[config.mk]
export PLATFORM = sky130hd
export DESIGN_NAME = buffered_simplex_xbar
export DESIGN_NICKNAME = d
export VERILOG_FILES = /design/src/rtl/buffered_simplex_xbar.sv
export SDC_FILE = /design/constraint.sdc
export NUM_CORES = 1
export LEC_CHECK = 0
export ABC_AREA = 1
export CAP_MARGIN = 20
export CORE_ASPECT_RATIO = 0.75
export CORE_MARGIN = 10
export CORE_UTILIZATION = 51
export CTS_CLUSTER_DIAMETER = 150
export CTS_CLUSTER_SIZE = 16
export DETAILED_ROUTE_END_ITERATION = 10
export PLACE_DENSITY = 0.78
export SLEW_MARGIN = 25
export SYNTH_ARGS = -nofsm -noshare
export SYNTH_HDL_FRONTEND = slang
export SYNTH_SLANG_ARGS = --single-unit
export TNS_END_PERCENT = 50
[constraint.sdc]
create_clock -name clk_i -period 3.5 [get_ports clk_i]
set_clock_uncertainty 0.1 [all_clocks]
set_input_delay 0.875 -clock clk_i [delete_from_list [all_inputs] [get_ports clk_i]]
set_output_delay 0.875 -clock clk_i [all_outputs]
set_load 0.005 [all_outputs]
[src/rtl/buffered_simplex_xbar.sv]
// rtl/buffered_simplex_xbar.sv - NumIn x NumOut simplex crossbar with per-output RR arbiter, grant lock and FIFO
module buffered_simplex_xbar #(
    parameter int unsigned NumIn        = 4,
    parameter int unsigned NumOut       = 5,
    parameter int unsigned DataWidth    = 32,
    parameter int unsigned OutFifoDepth = 2,
    parameter bit          LockGrant    = 1'b1,
    localparam int unsigned NumInLog    = (NumIn == 1) ? 1 : $clog2(NumIn),
    localparam int unsigned NumOutLog   = (NumOut == 1) ? 1 : $clog2(NumOut),
    localparam int unsigned CntWidth    = (OutFifoDepth == 0) ? 1 : $clog2(OutFifoDepth + 1)
) (
    input  logic                                clk_i,
    input  logic                                rst_ni,
    input  logic [NumIn-1:0]                    valid_i,
    output logic [NumIn-1:0]                    ready_o,
    input  logic [NumIn-1:0][NumOutLog-1:0]     tgt_addr_i,
    input  logic [NumIn-1:0]                    last_i,
    input  logic [NumIn-1:0][DataWidth-1:0]     data_i,
    output logic [NumIn-1:0]                    addr_err_o,
    output logic [NumOut-1:0]                   valid_o,
    input  logic [NumOut-1:0]                   ready_i,
    output logic [NumOut-1:0][NumInLog-1:0]     ini_addr_o,
    output logic [NumOut-1:0]                   last_o,
    output logic [NumOut-1:0][DataWidth-1:0]    data_o,
    output logic [NumOut-1:0][CntWidth-1:0]     fill_o
);

    if (NumIn == 0) begin : g_err_num_in
        $fatal(1, "buffered_simplex_xbar: NumIn must be >= 1");
    end
    if (NumOut == 0) begin : g_err_num_out
        $fatal(1, "buffered_simplex_xbar: NumOut must be >= 1");
    end
    if (NumOut > (1 << NumOutLog)) begin : g_err_addr_width
        $fatal(1, "buffered_simplex_xbar: tgt_addr_i too narrow for NumOut");
    end

    typedef enum logic {LOCK_IDLE, LOCK_HELD} lock_state_e;

    lock_state_e                      lock_q [NumOut];
    lock_state_e                      lock_d [NumOut];
    logic [NumInLog-1:0]              owner_q [NumOut];
    logic [NumInLog-1:0]              owner_d [NumOut];
    logic [NumInLog-1:0]              ptr_q [NumOut];
    logic [NumInLog-1:0]              ptr_d [NumOut];
    logic [NumInLog-1:0]              winner [NumOut];
    logic [NumOut-1:0]                req_any;
    logic [NumOut-1:0]                sink_rdy;
    logic [NumOut-1:0]                xfer_in;
    logic [NumOut-1:0]                win_last;
    logic [NumOut-1:0][DataWidth-1:0] win_data;
    logic [NumOut-1:0][NumIn-1:0]     grant;
    logic [NumIn-1:0]                 in_range;

    always_comb begin
        for (int j = 0; j < NumIn; j++) begin
            in_range[j] = (32'(tgt_addr_i[j]) < NumOut);
        end
    end

    // Cyclic scan from the RR pointer; a held lock narrows candidates to the owner.
    always_comb begin
        int   idx;
        logic held;
        idx  = 0;
        held = 1'b0;
        for (int k = 0; k < NumOut; k++) begin
            req_any[k] = 1'b0;
            winner[k]  = '0;
            held       = LockGrant && (lock_q[k] == LOCK_HELD);
            for (int off = 0; off < NumIn; off++) begin
                idx = int'(ptr_q[k]) + off;
                if (idx >= int'(NumIn)) begin
                    idx = idx - int'(NumIn);
                end
                if (!req_any[k] && valid_i[idx] && in_range[idx] &&
                    (tgt_addr_i[idx] == NumOutLog'(k)) &&
                    (!held || (owner_q[k] == NumInLog'(idx)))) begin
                    req_any[k] = 1'b1;
                    winner[k]  = NumInLog'(idx);
                end
            end
            xfer_in[k]  = req_any[k] && sink_rdy[k];
            win_last[k] = last_i[winner[k]];
            win_data[k] = data_i[winner[k]];
            for (int j = 0; j < NumIn; j++) begin
                grant[k][j] = xfer_in[k] && (winner[k] == NumInLog'(j));
            end
        end
    end

    always_comb begin
        for (int j = 0; j < NumIn; j++) begin
            addr_err_o[j] = valid_i[j] && !in_range[j];
            ready_o[j]    = addr_err_o[j];
            for (int k = 0; k < NumOut; k++) begin
                ready_o[j] = ready_o[j] | grant[k][j];
            end
        end
    end

    always_comb begin
        for (int k = 0; k < NumOut; k++) begin
            lock_d[k]  = lock_q[k];
            owner_d[k] = owner_q[k];
            ptr_d[k]   = ptr_q[k];
            if (xfer_in[k]) begin
                ptr_d[k] = (winner[k] == NumInLog'(NumIn - 1)) ? '0 : winner[k] + 1'b1;
                if (LockGrant) begin
                    case (lock_q[k])
                        LOCK_IDLE: begin
                            if (!win_last[k]) begin
                                lock_d[k]  = LOCK_HELD;
                                owner_d[k] = winner[k];
                            end
                        end
                        LOCK_HELD: begin
                            if (win_last[k]) begin
                                lock_d[k] = LOCK_IDLE;
                            end
                        end
                        default: lock_d[k] = LOCK_IDLE;
                    endcase
                end
            end
        end
    end

    always_ff @(posedge clk_i or negedge rst_ni) begin
        if (!rst_ni) begin
            for (int k = 0; k < NumOut; k++) begin
                lock_q[k]  <= LOCK_IDLE;
                owner_q[k] <= '0;
                ptr_q[k]   <= '0;
            end
        end else begin
            for (int k = 0; k < NumOut; k++) begin
                lock_q[k]  <= lock_d[k];
                owner_q[k] <= owner_d[k];
                ptr_q[k]   <= ptr_d[k];
            end
        end
    end

    if (OutFifoDepth > 0) begin : g_fifo
        localparam int unsigned PtrW = (OutFifoDepth > 1) ? $clog2(OutFifoDepth) : 1;

        for (genvar k = 0; k < NumOut; k++) begin : g_out
            logic [DataWidth-1:0] mem_data [OutFifoDepth];
            logic [NumInLog-1:0]  mem_ini  [OutFifoDepth];
            logic [OutFifoDepth-1:0] mem_last;
            logic [PtrW-1:0]      wptr_q;
            logic [PtrW-1:0]      rptr_q;
            logic [CntWidth-1:0]  fill_q;
            logic                 pop;

            // No pop-through: a full FIFO refuses pushes even while draining.
            assign sink_rdy[k] = (fill_q < CntWidth'(OutFifoDepth));
            assign pop         = (fill_q != '0) && ready_i[k];

            always_ff @(posedge clk_i or negedge rst_ni) begin
                if (!rst_ni) begin
                    for (int e = 0; e < OutFifoDepth; e++) begin
                        mem_data[e] <= '0;
                        mem_ini[e]  <= '0;
                    end
                    mem_last <= '0;
                    wptr_q   <= '0;
                    rptr_q   <= '0;
                    fill_q   <= '0;
                end else begin
                    if (xfer_in[k]) begin
                        mem_data[wptr_q] <= win_data[k];
                        mem_ini[wptr_q]  <= winner[k];
                        mem_last[wptr_q] <= win_last[k];
                        wptr_q <= (wptr_q == PtrW'(OutFifoDepth - 1)) ? '0 : wptr_q + 1'b1;
                    end
                    if (pop) begin
                        rptr_q <= (rptr_q == PtrW'(OutFifoDepth - 1)) ? '0 : rptr_q + 1'b1;
                    end
                    if (xfer_in[k] && !pop) begin
                        fill_q <= fill_q + 1'b1;
                    end else if (!xfer_in[k] && pop) begin
                        fill_q <= fill_q - 1'b1;
                    end
                end
            end

            assign valid_o[k]    = (fill_q != '0);
            assign data_o[k]     = mem_data[rptr_q];
            assign ini_addr_o[k] = mem_ini[rptr_q];
            assign last_o[k]     = mem_last[rptr_q];
            assign fill_o[k]     = fill_q;
        end
    end else begin : g_bypass
        for (genvar k = 0; k < NumOut; k++) begin : g_out
            assign sink_rdy[k]   = ready_i[k];
            assign valid_o[k]    = req_any[k];
            assign data_o[k]     = req_any[k] ? win_data[k] : '0;
            assign ini_addr_o[k] = req_any[k] ? winner[k] : '0;
            assign last_o[k]     = req_any[k] && win_last[k];
            assign fill_o[k]     = '0;
        end
    end

endmodule

# Word level (Yosys, flattened, before mapping)
# Cells that the tools add are included.
word_totals:
  register_bits: 395
  input_bits: 155
op_classes:
  n_addsub: 60
  magnitude_cmp: 84
  n_eq_ne: 51
  muxes: 375
  bitwise: 40
  n_reduce_logical: 207
ops:
  columns: ["cell", "n"]
  rows:
  - ["$mux 32", 45]
  - ["$lt 32x4->1 const B", 20]
  - ["$bmux 32 s2", 5]
  - ["$bwmux 64", 5]
  - ["$demux 32 s1", 5]
  - ["$mux 1", 135]
  - ["$logic_and 1x1->1", 129]
  - ["$bmux 3 s2", 20]
  - ["$mux 3", 40]
  - ["$mux 2", 55]
  - ["$bmux 1 s2", 45]
  - ["$sub 3x3->4 const B", 15]
  - ["$ge 3x3->1 const B", 15]
  - ["$eq 2x2->1", 20]
  - ["$logic_not 1->1", 34]
  - ["$add 2x2->3 const B", 10]
  - ["$eq 3x2->1 const B", 8]
  - ["$add 2x1->2 const B", 10]
  - ["$bwmux 4", 5]
  - ["$eq 2x2->1 const B", 10]
  - ["$ge 2x2->1 const B", 10]
  - ["$logic_or 1x1->1", 20]
  - ["$lt 1x2->1 const B", 10]
  - ["$not 1->2", 10]
  - ["other kinds (22)", 136]

# Longest topological paths before layout
logic_depth:
  depth_word: 34
  mapped_depth: 22

# Worst setup path before layout
# No wires, ideal clock.
synth_timing:
  kind: "in2out"
  startpoint: "input valid_i[2]"
  endpoint: "output ready_o[1]"
  arrival_ps: 2703
  required_time_ps: 2525
  path_slack_ps: -178
  stages: 19
  path_buffers: 3
  cell_sequence: "buf_2 > inv_1 > nand2_1 > nand2_1 > nor2_1 > nand2_1 > nand2_1 > nand3_2 > nand4_1 > nand2_1 > nand2_2 > buf_6 > buf_6 > inv_1 > ha_1 > nand2_1 > nand2_1 > nor2_1 > nand4_1"
synth_rtl:
  columns: ["element", "line_no", "rtl"]
  rows:
  - ["start, declared", "14", "input logic [NumIn-1:0] valid_i,"]
  - ["end, declared", "15", "output logic [NumIn-1:0] ready_o,"]

# Worst setup path after layout
layout_timing:
  startpoint: "input tgt_addr_i[0] (netlist bit)"
  endpoint: "output ready_o[2]"
layout_between:
  elab_chain_len: 33
  elab_cells_between_ends: 291
layout_rtl:
  columns: ["element", "line_no", "rtl"]
  rows:
  - ["start, declared", "16", "input logic [NumIn-1:0][NumOutLog-1:0] tgt_addr_i,"]
  - ["$lt 3x3->1", "57", "in_range[j] = (32'(tgt_addr_i[j]) < NumOut);"]
  - ["$bmux 1 s2", "76", "if (!req_any[k] && valid_i[idx] && in_range[idx] &&"]
  - ["$mux 1 (implied by the code) (2 in a row)", "76", null]
  - ["$logic_and 1x1->1 (2 in a row)", "76", null]
  - ["$logic_and 1x1->1", "77", "(tgt_addr_i[idx] == NumOutLog'(k)) &&"]
  - ["$mux 1", "76", null]
  - ["$logic_not 1->1", "76", null]
  - ["$logic_and 1x1->1 (3 in a row)", "76", null]
  - ["[... 8 more ...]", null, null]
  - ["$logic_not 1->1", "76", null]
  - ["$logic_and 1x1->1 (3 in a row)", "76", null]
  - ["$logic_and 1x1->1", "77", null]
  - ["$mux 2 / $mux 1 (equally long branches)", "76", null]
  - ["$eq 2x2->1 / $logic_and 1x1->1 (equally long branches)", "87, 83", null]
  - ["$logic_and 1x1->1", "87", "grant[k][j] = xfer_in[k] && (winner[k] == NumInLog'(j));"]
  - ["$or 1x1->1 (4 in a row)", "97", "ready_o[j] = ready_o[j] | grant[k][j];"]
  - ["$or 1x1->1 *", "97", null]
# Every way passes the cells marked *; elsewhere a longest branch is shown, timed or not. The select of a mux whose other input is x is not followed.

==> flow_summary.yaml <==
status:
  run_status: "finished with violations"
  violated_checks: "setup timing"
flow_run:
  drv.max_cap_violation_count: 0
placement:
  post-place-ws_ps: -1410
  port_buffers: 352
  hpwlAfterDp_um: 76100
  globalplace.congestion: 1.03
yosys:
  synth_cells: 3666
  syn_nets: 3840
  synth_sequential_area_ratio_pct: 38.9
  yosys_register_bits: 395
  syn-mean-instance-area_um2: 6.93
  synth.distinct_cells: 37
  post_synth_instance_area_um2: 25400
  ys.warnings.count: 0
routing:
  ant_nets: 0
  detail_route.iter0.violations: 3943
  detail_route.wl_per_cell_um: 21.2
  dr.pass1.iters: 9
  vias: 27300
  drt-total-wl_um: 102000
  vias_per_cell: 5.71
  route.detailed.drc: 0
timing:
  achievable-frequency_ghz: 0.242
  worst_hold_slack_ps: 33.0
  timing.final.crit_share_pct: 118
  slew_headroom_pct: 32.5
  finalSetupViolations: 4
  rsz0062_at_grt: "true"
  minimum_clock_period_after_layout_ps: 4140
  transition_at_the_pin_with_the_smallest_max_transition_slack_ps: 1010
  finalMaxSlewViolations: 0
  hold_viol_final: 0
  fin_ws_ps: -640
worst_setup_path:
  reg2reg_slack_ps: 40
  path_max_fanout: 4
  slowest_delay_ps: 240
  critical_path.startpoint_type: "primary input"
  kind_of_capture_point_of_the_worst_setup_path: "primary output"
  setup.worst_path.class: "in -> out"
  cp_cell_sequence: "clkdlybuf4s15_2 > inv_2 > nor2_4 > buf_6 > nand4_1 > nand3_1 > nand3_2 > nand2_2 > nor2_2 > nand2_1 > nand2_2 > nand2_4 > clkinvlp_4 > nor2_4 > inv_2 > o211ai_1 > buf_2"
  r2r_depth: 16
  slowest_stage: "nand4_1"
  timing.critical_path.required_ps: 2520
  cp_data_arrival_time_ps: 3160
floorplan:
  chipHeight_um: 213
  fp.dieArea_um2: 59300
  pin_count: 353
  core_region_area_um2: 49000
  placement_rows: 70
  fp.dieW_um: 278
  start_util_pct: 51.8
clocking:
  clk_pin_slew_worst_paths_ps: 120
  total_clock_sinks: 395
  clock_latency_ps: 640
  cts_buffer_depth: 3
  clock_tree.htree_level_count: 1
  cts_buffers: 28
  hold_buffers: 0
  cts_root_buf: "clkbuf_16"
  cts_tree: "done"
global_routing:
  overflow_left_after_global_routing: 0
  grt_usage_pct: 32.1
  grt_start_max_net_pins: 124
  grt_pass1_vias: 24000
  global_route_wire_length_before_repair_um: 149000
  initial_antenna_violation_count: 21
finish:
  finish.utilization_pct: 67.2
  post_route_cells_drive_above_1_share_pct: 16.4
  register_area_um2: 9890
  area_delta_synth_final_pct: 29.7
  design.final.nets: 4298
  layout.cells.most_common: "nand2_1"
  fill_cells: 4215
  mostFrequentLayoutCells: "nand2_1 (1598), dfrtp_1 (387), clkdlybuf4s50_1 (331), inv_1 (244), buf_4 (240)"
  multi_input_comb_area_um2: 13900
min_path:
  min-delay-path-class: "in -> async"
[layout make-up]
class,instances,area share (%)
repair buffers,658,19.3
flip-flops and latches,395,30.0
well taps,648,2.46
multi-input cells,2740,42.3
clock inverters,2,0.0721
inverters,301,3.57
diodes,13,0.0987
clock buffers,29,2.14
[sequential cells by signal (all words and copies together) (netlist names)]
| signal | count |
|---|---|
| ptr_q | 10 |
| g_fifo.g_out.rptr_q | 5 |
| g_fifo.g_out.mem_last | 10 |
| g_fifo.g_out.wptr_q | 5 |
| owner_q | 10 |
| lock_q | 5 |
| g_fifo.g_out.mem_data | 320 |
| g_fifo.g_out.fill_q | 10 |
| g_fifo.g_out.mem_ini | 20 |
[critical path: cells and delay by family]
kind	cells	cell delay (ps)
AO/OA/AOI/OAI	1	200
buffers and inverters	6	750
AND/OR/NAND/NOR	10	1340
[cells in the mapped netlist (all sizes together)]
cell       n  area [um^2]
nor2      71          333
or2        1         6.26
a21oi     54          278
nand2   1692         6410
nand4     32          200
dfrtp    395         9880
xnor2     10         87.6
xor2      14          138
o211ai   289         2460
o21ai    317         1590
nand3b     1         7.51
clkinv     2         7.51
and2       1         6.26
o22ai      2         12.5
inv      299         1120
clkbuf    62          233
nor3       1         5.00
o21bai     3         22.5
ha        19          238
buf      168         1170
nand3    232         1190
a31oi      1         21.3
[per-stage QoR]
step,std cells,setup TNS [ps],instance area (um^2)
after global placement,4693,-245970,30800
final,4786,-2450,33000
after global routing,4779,-4240,32900
after CTS,4762,-1960,32500
after detailed placement,4693,-264820,30800
after floorplan,3666,-58.7,25600
[per-layer routing]
layer | GRT usage (%) | wire length, um
met1 | 47.8 | 43400
met2 | 43.0 | 40300
met3 | 11.6 | 15100
met4 | 7.70 | 2620
met5 | 0 | 123
[kinds of logic after synthesis]
logic type	Yosys count	share of synthesized area, %
buffers and inverters	531	9.95
xor gates and xnor gates	24	0.886
adders and majority gates	19	0.935
DFF	395	38.9
and+or+nand+nor	2031	32.1
AOI/OAI and AO/OA	666	17.3
[path summary, 6_finish.rpt]
kind | from | endpoint
setup / recovery | tgt_addr_i[0] | ready_o[2]
hold / removal | rst_ni | ptr_q[6]
max in group asynchronous | rst_ni | g_fifo.g_out[2].mem_data[7]
setup reg to reg | ptr_q[2] | g_fifo.g_out[3].mem_data[41]
hold reg to reg | g_fifo.g_out[2].mem_data[12] | g_fifo.g_out[2].mem_data[12]
min in group clk_i | g_fifo.g_out[2].mem_data[12] | g_fifo.g_out[2].mem_data[12]
[timing repair]
item	4_1_cts	5_1_grt
resized for setup	230	115
setup buffers	35	11
cloned	4	1
pin swaps	71	65
endpoints found under the setup margin	268	184
Power is left out: the tool's default activity adds up to more than one toggle a clock period on the data nets, which glitch-free logic cannot reach.
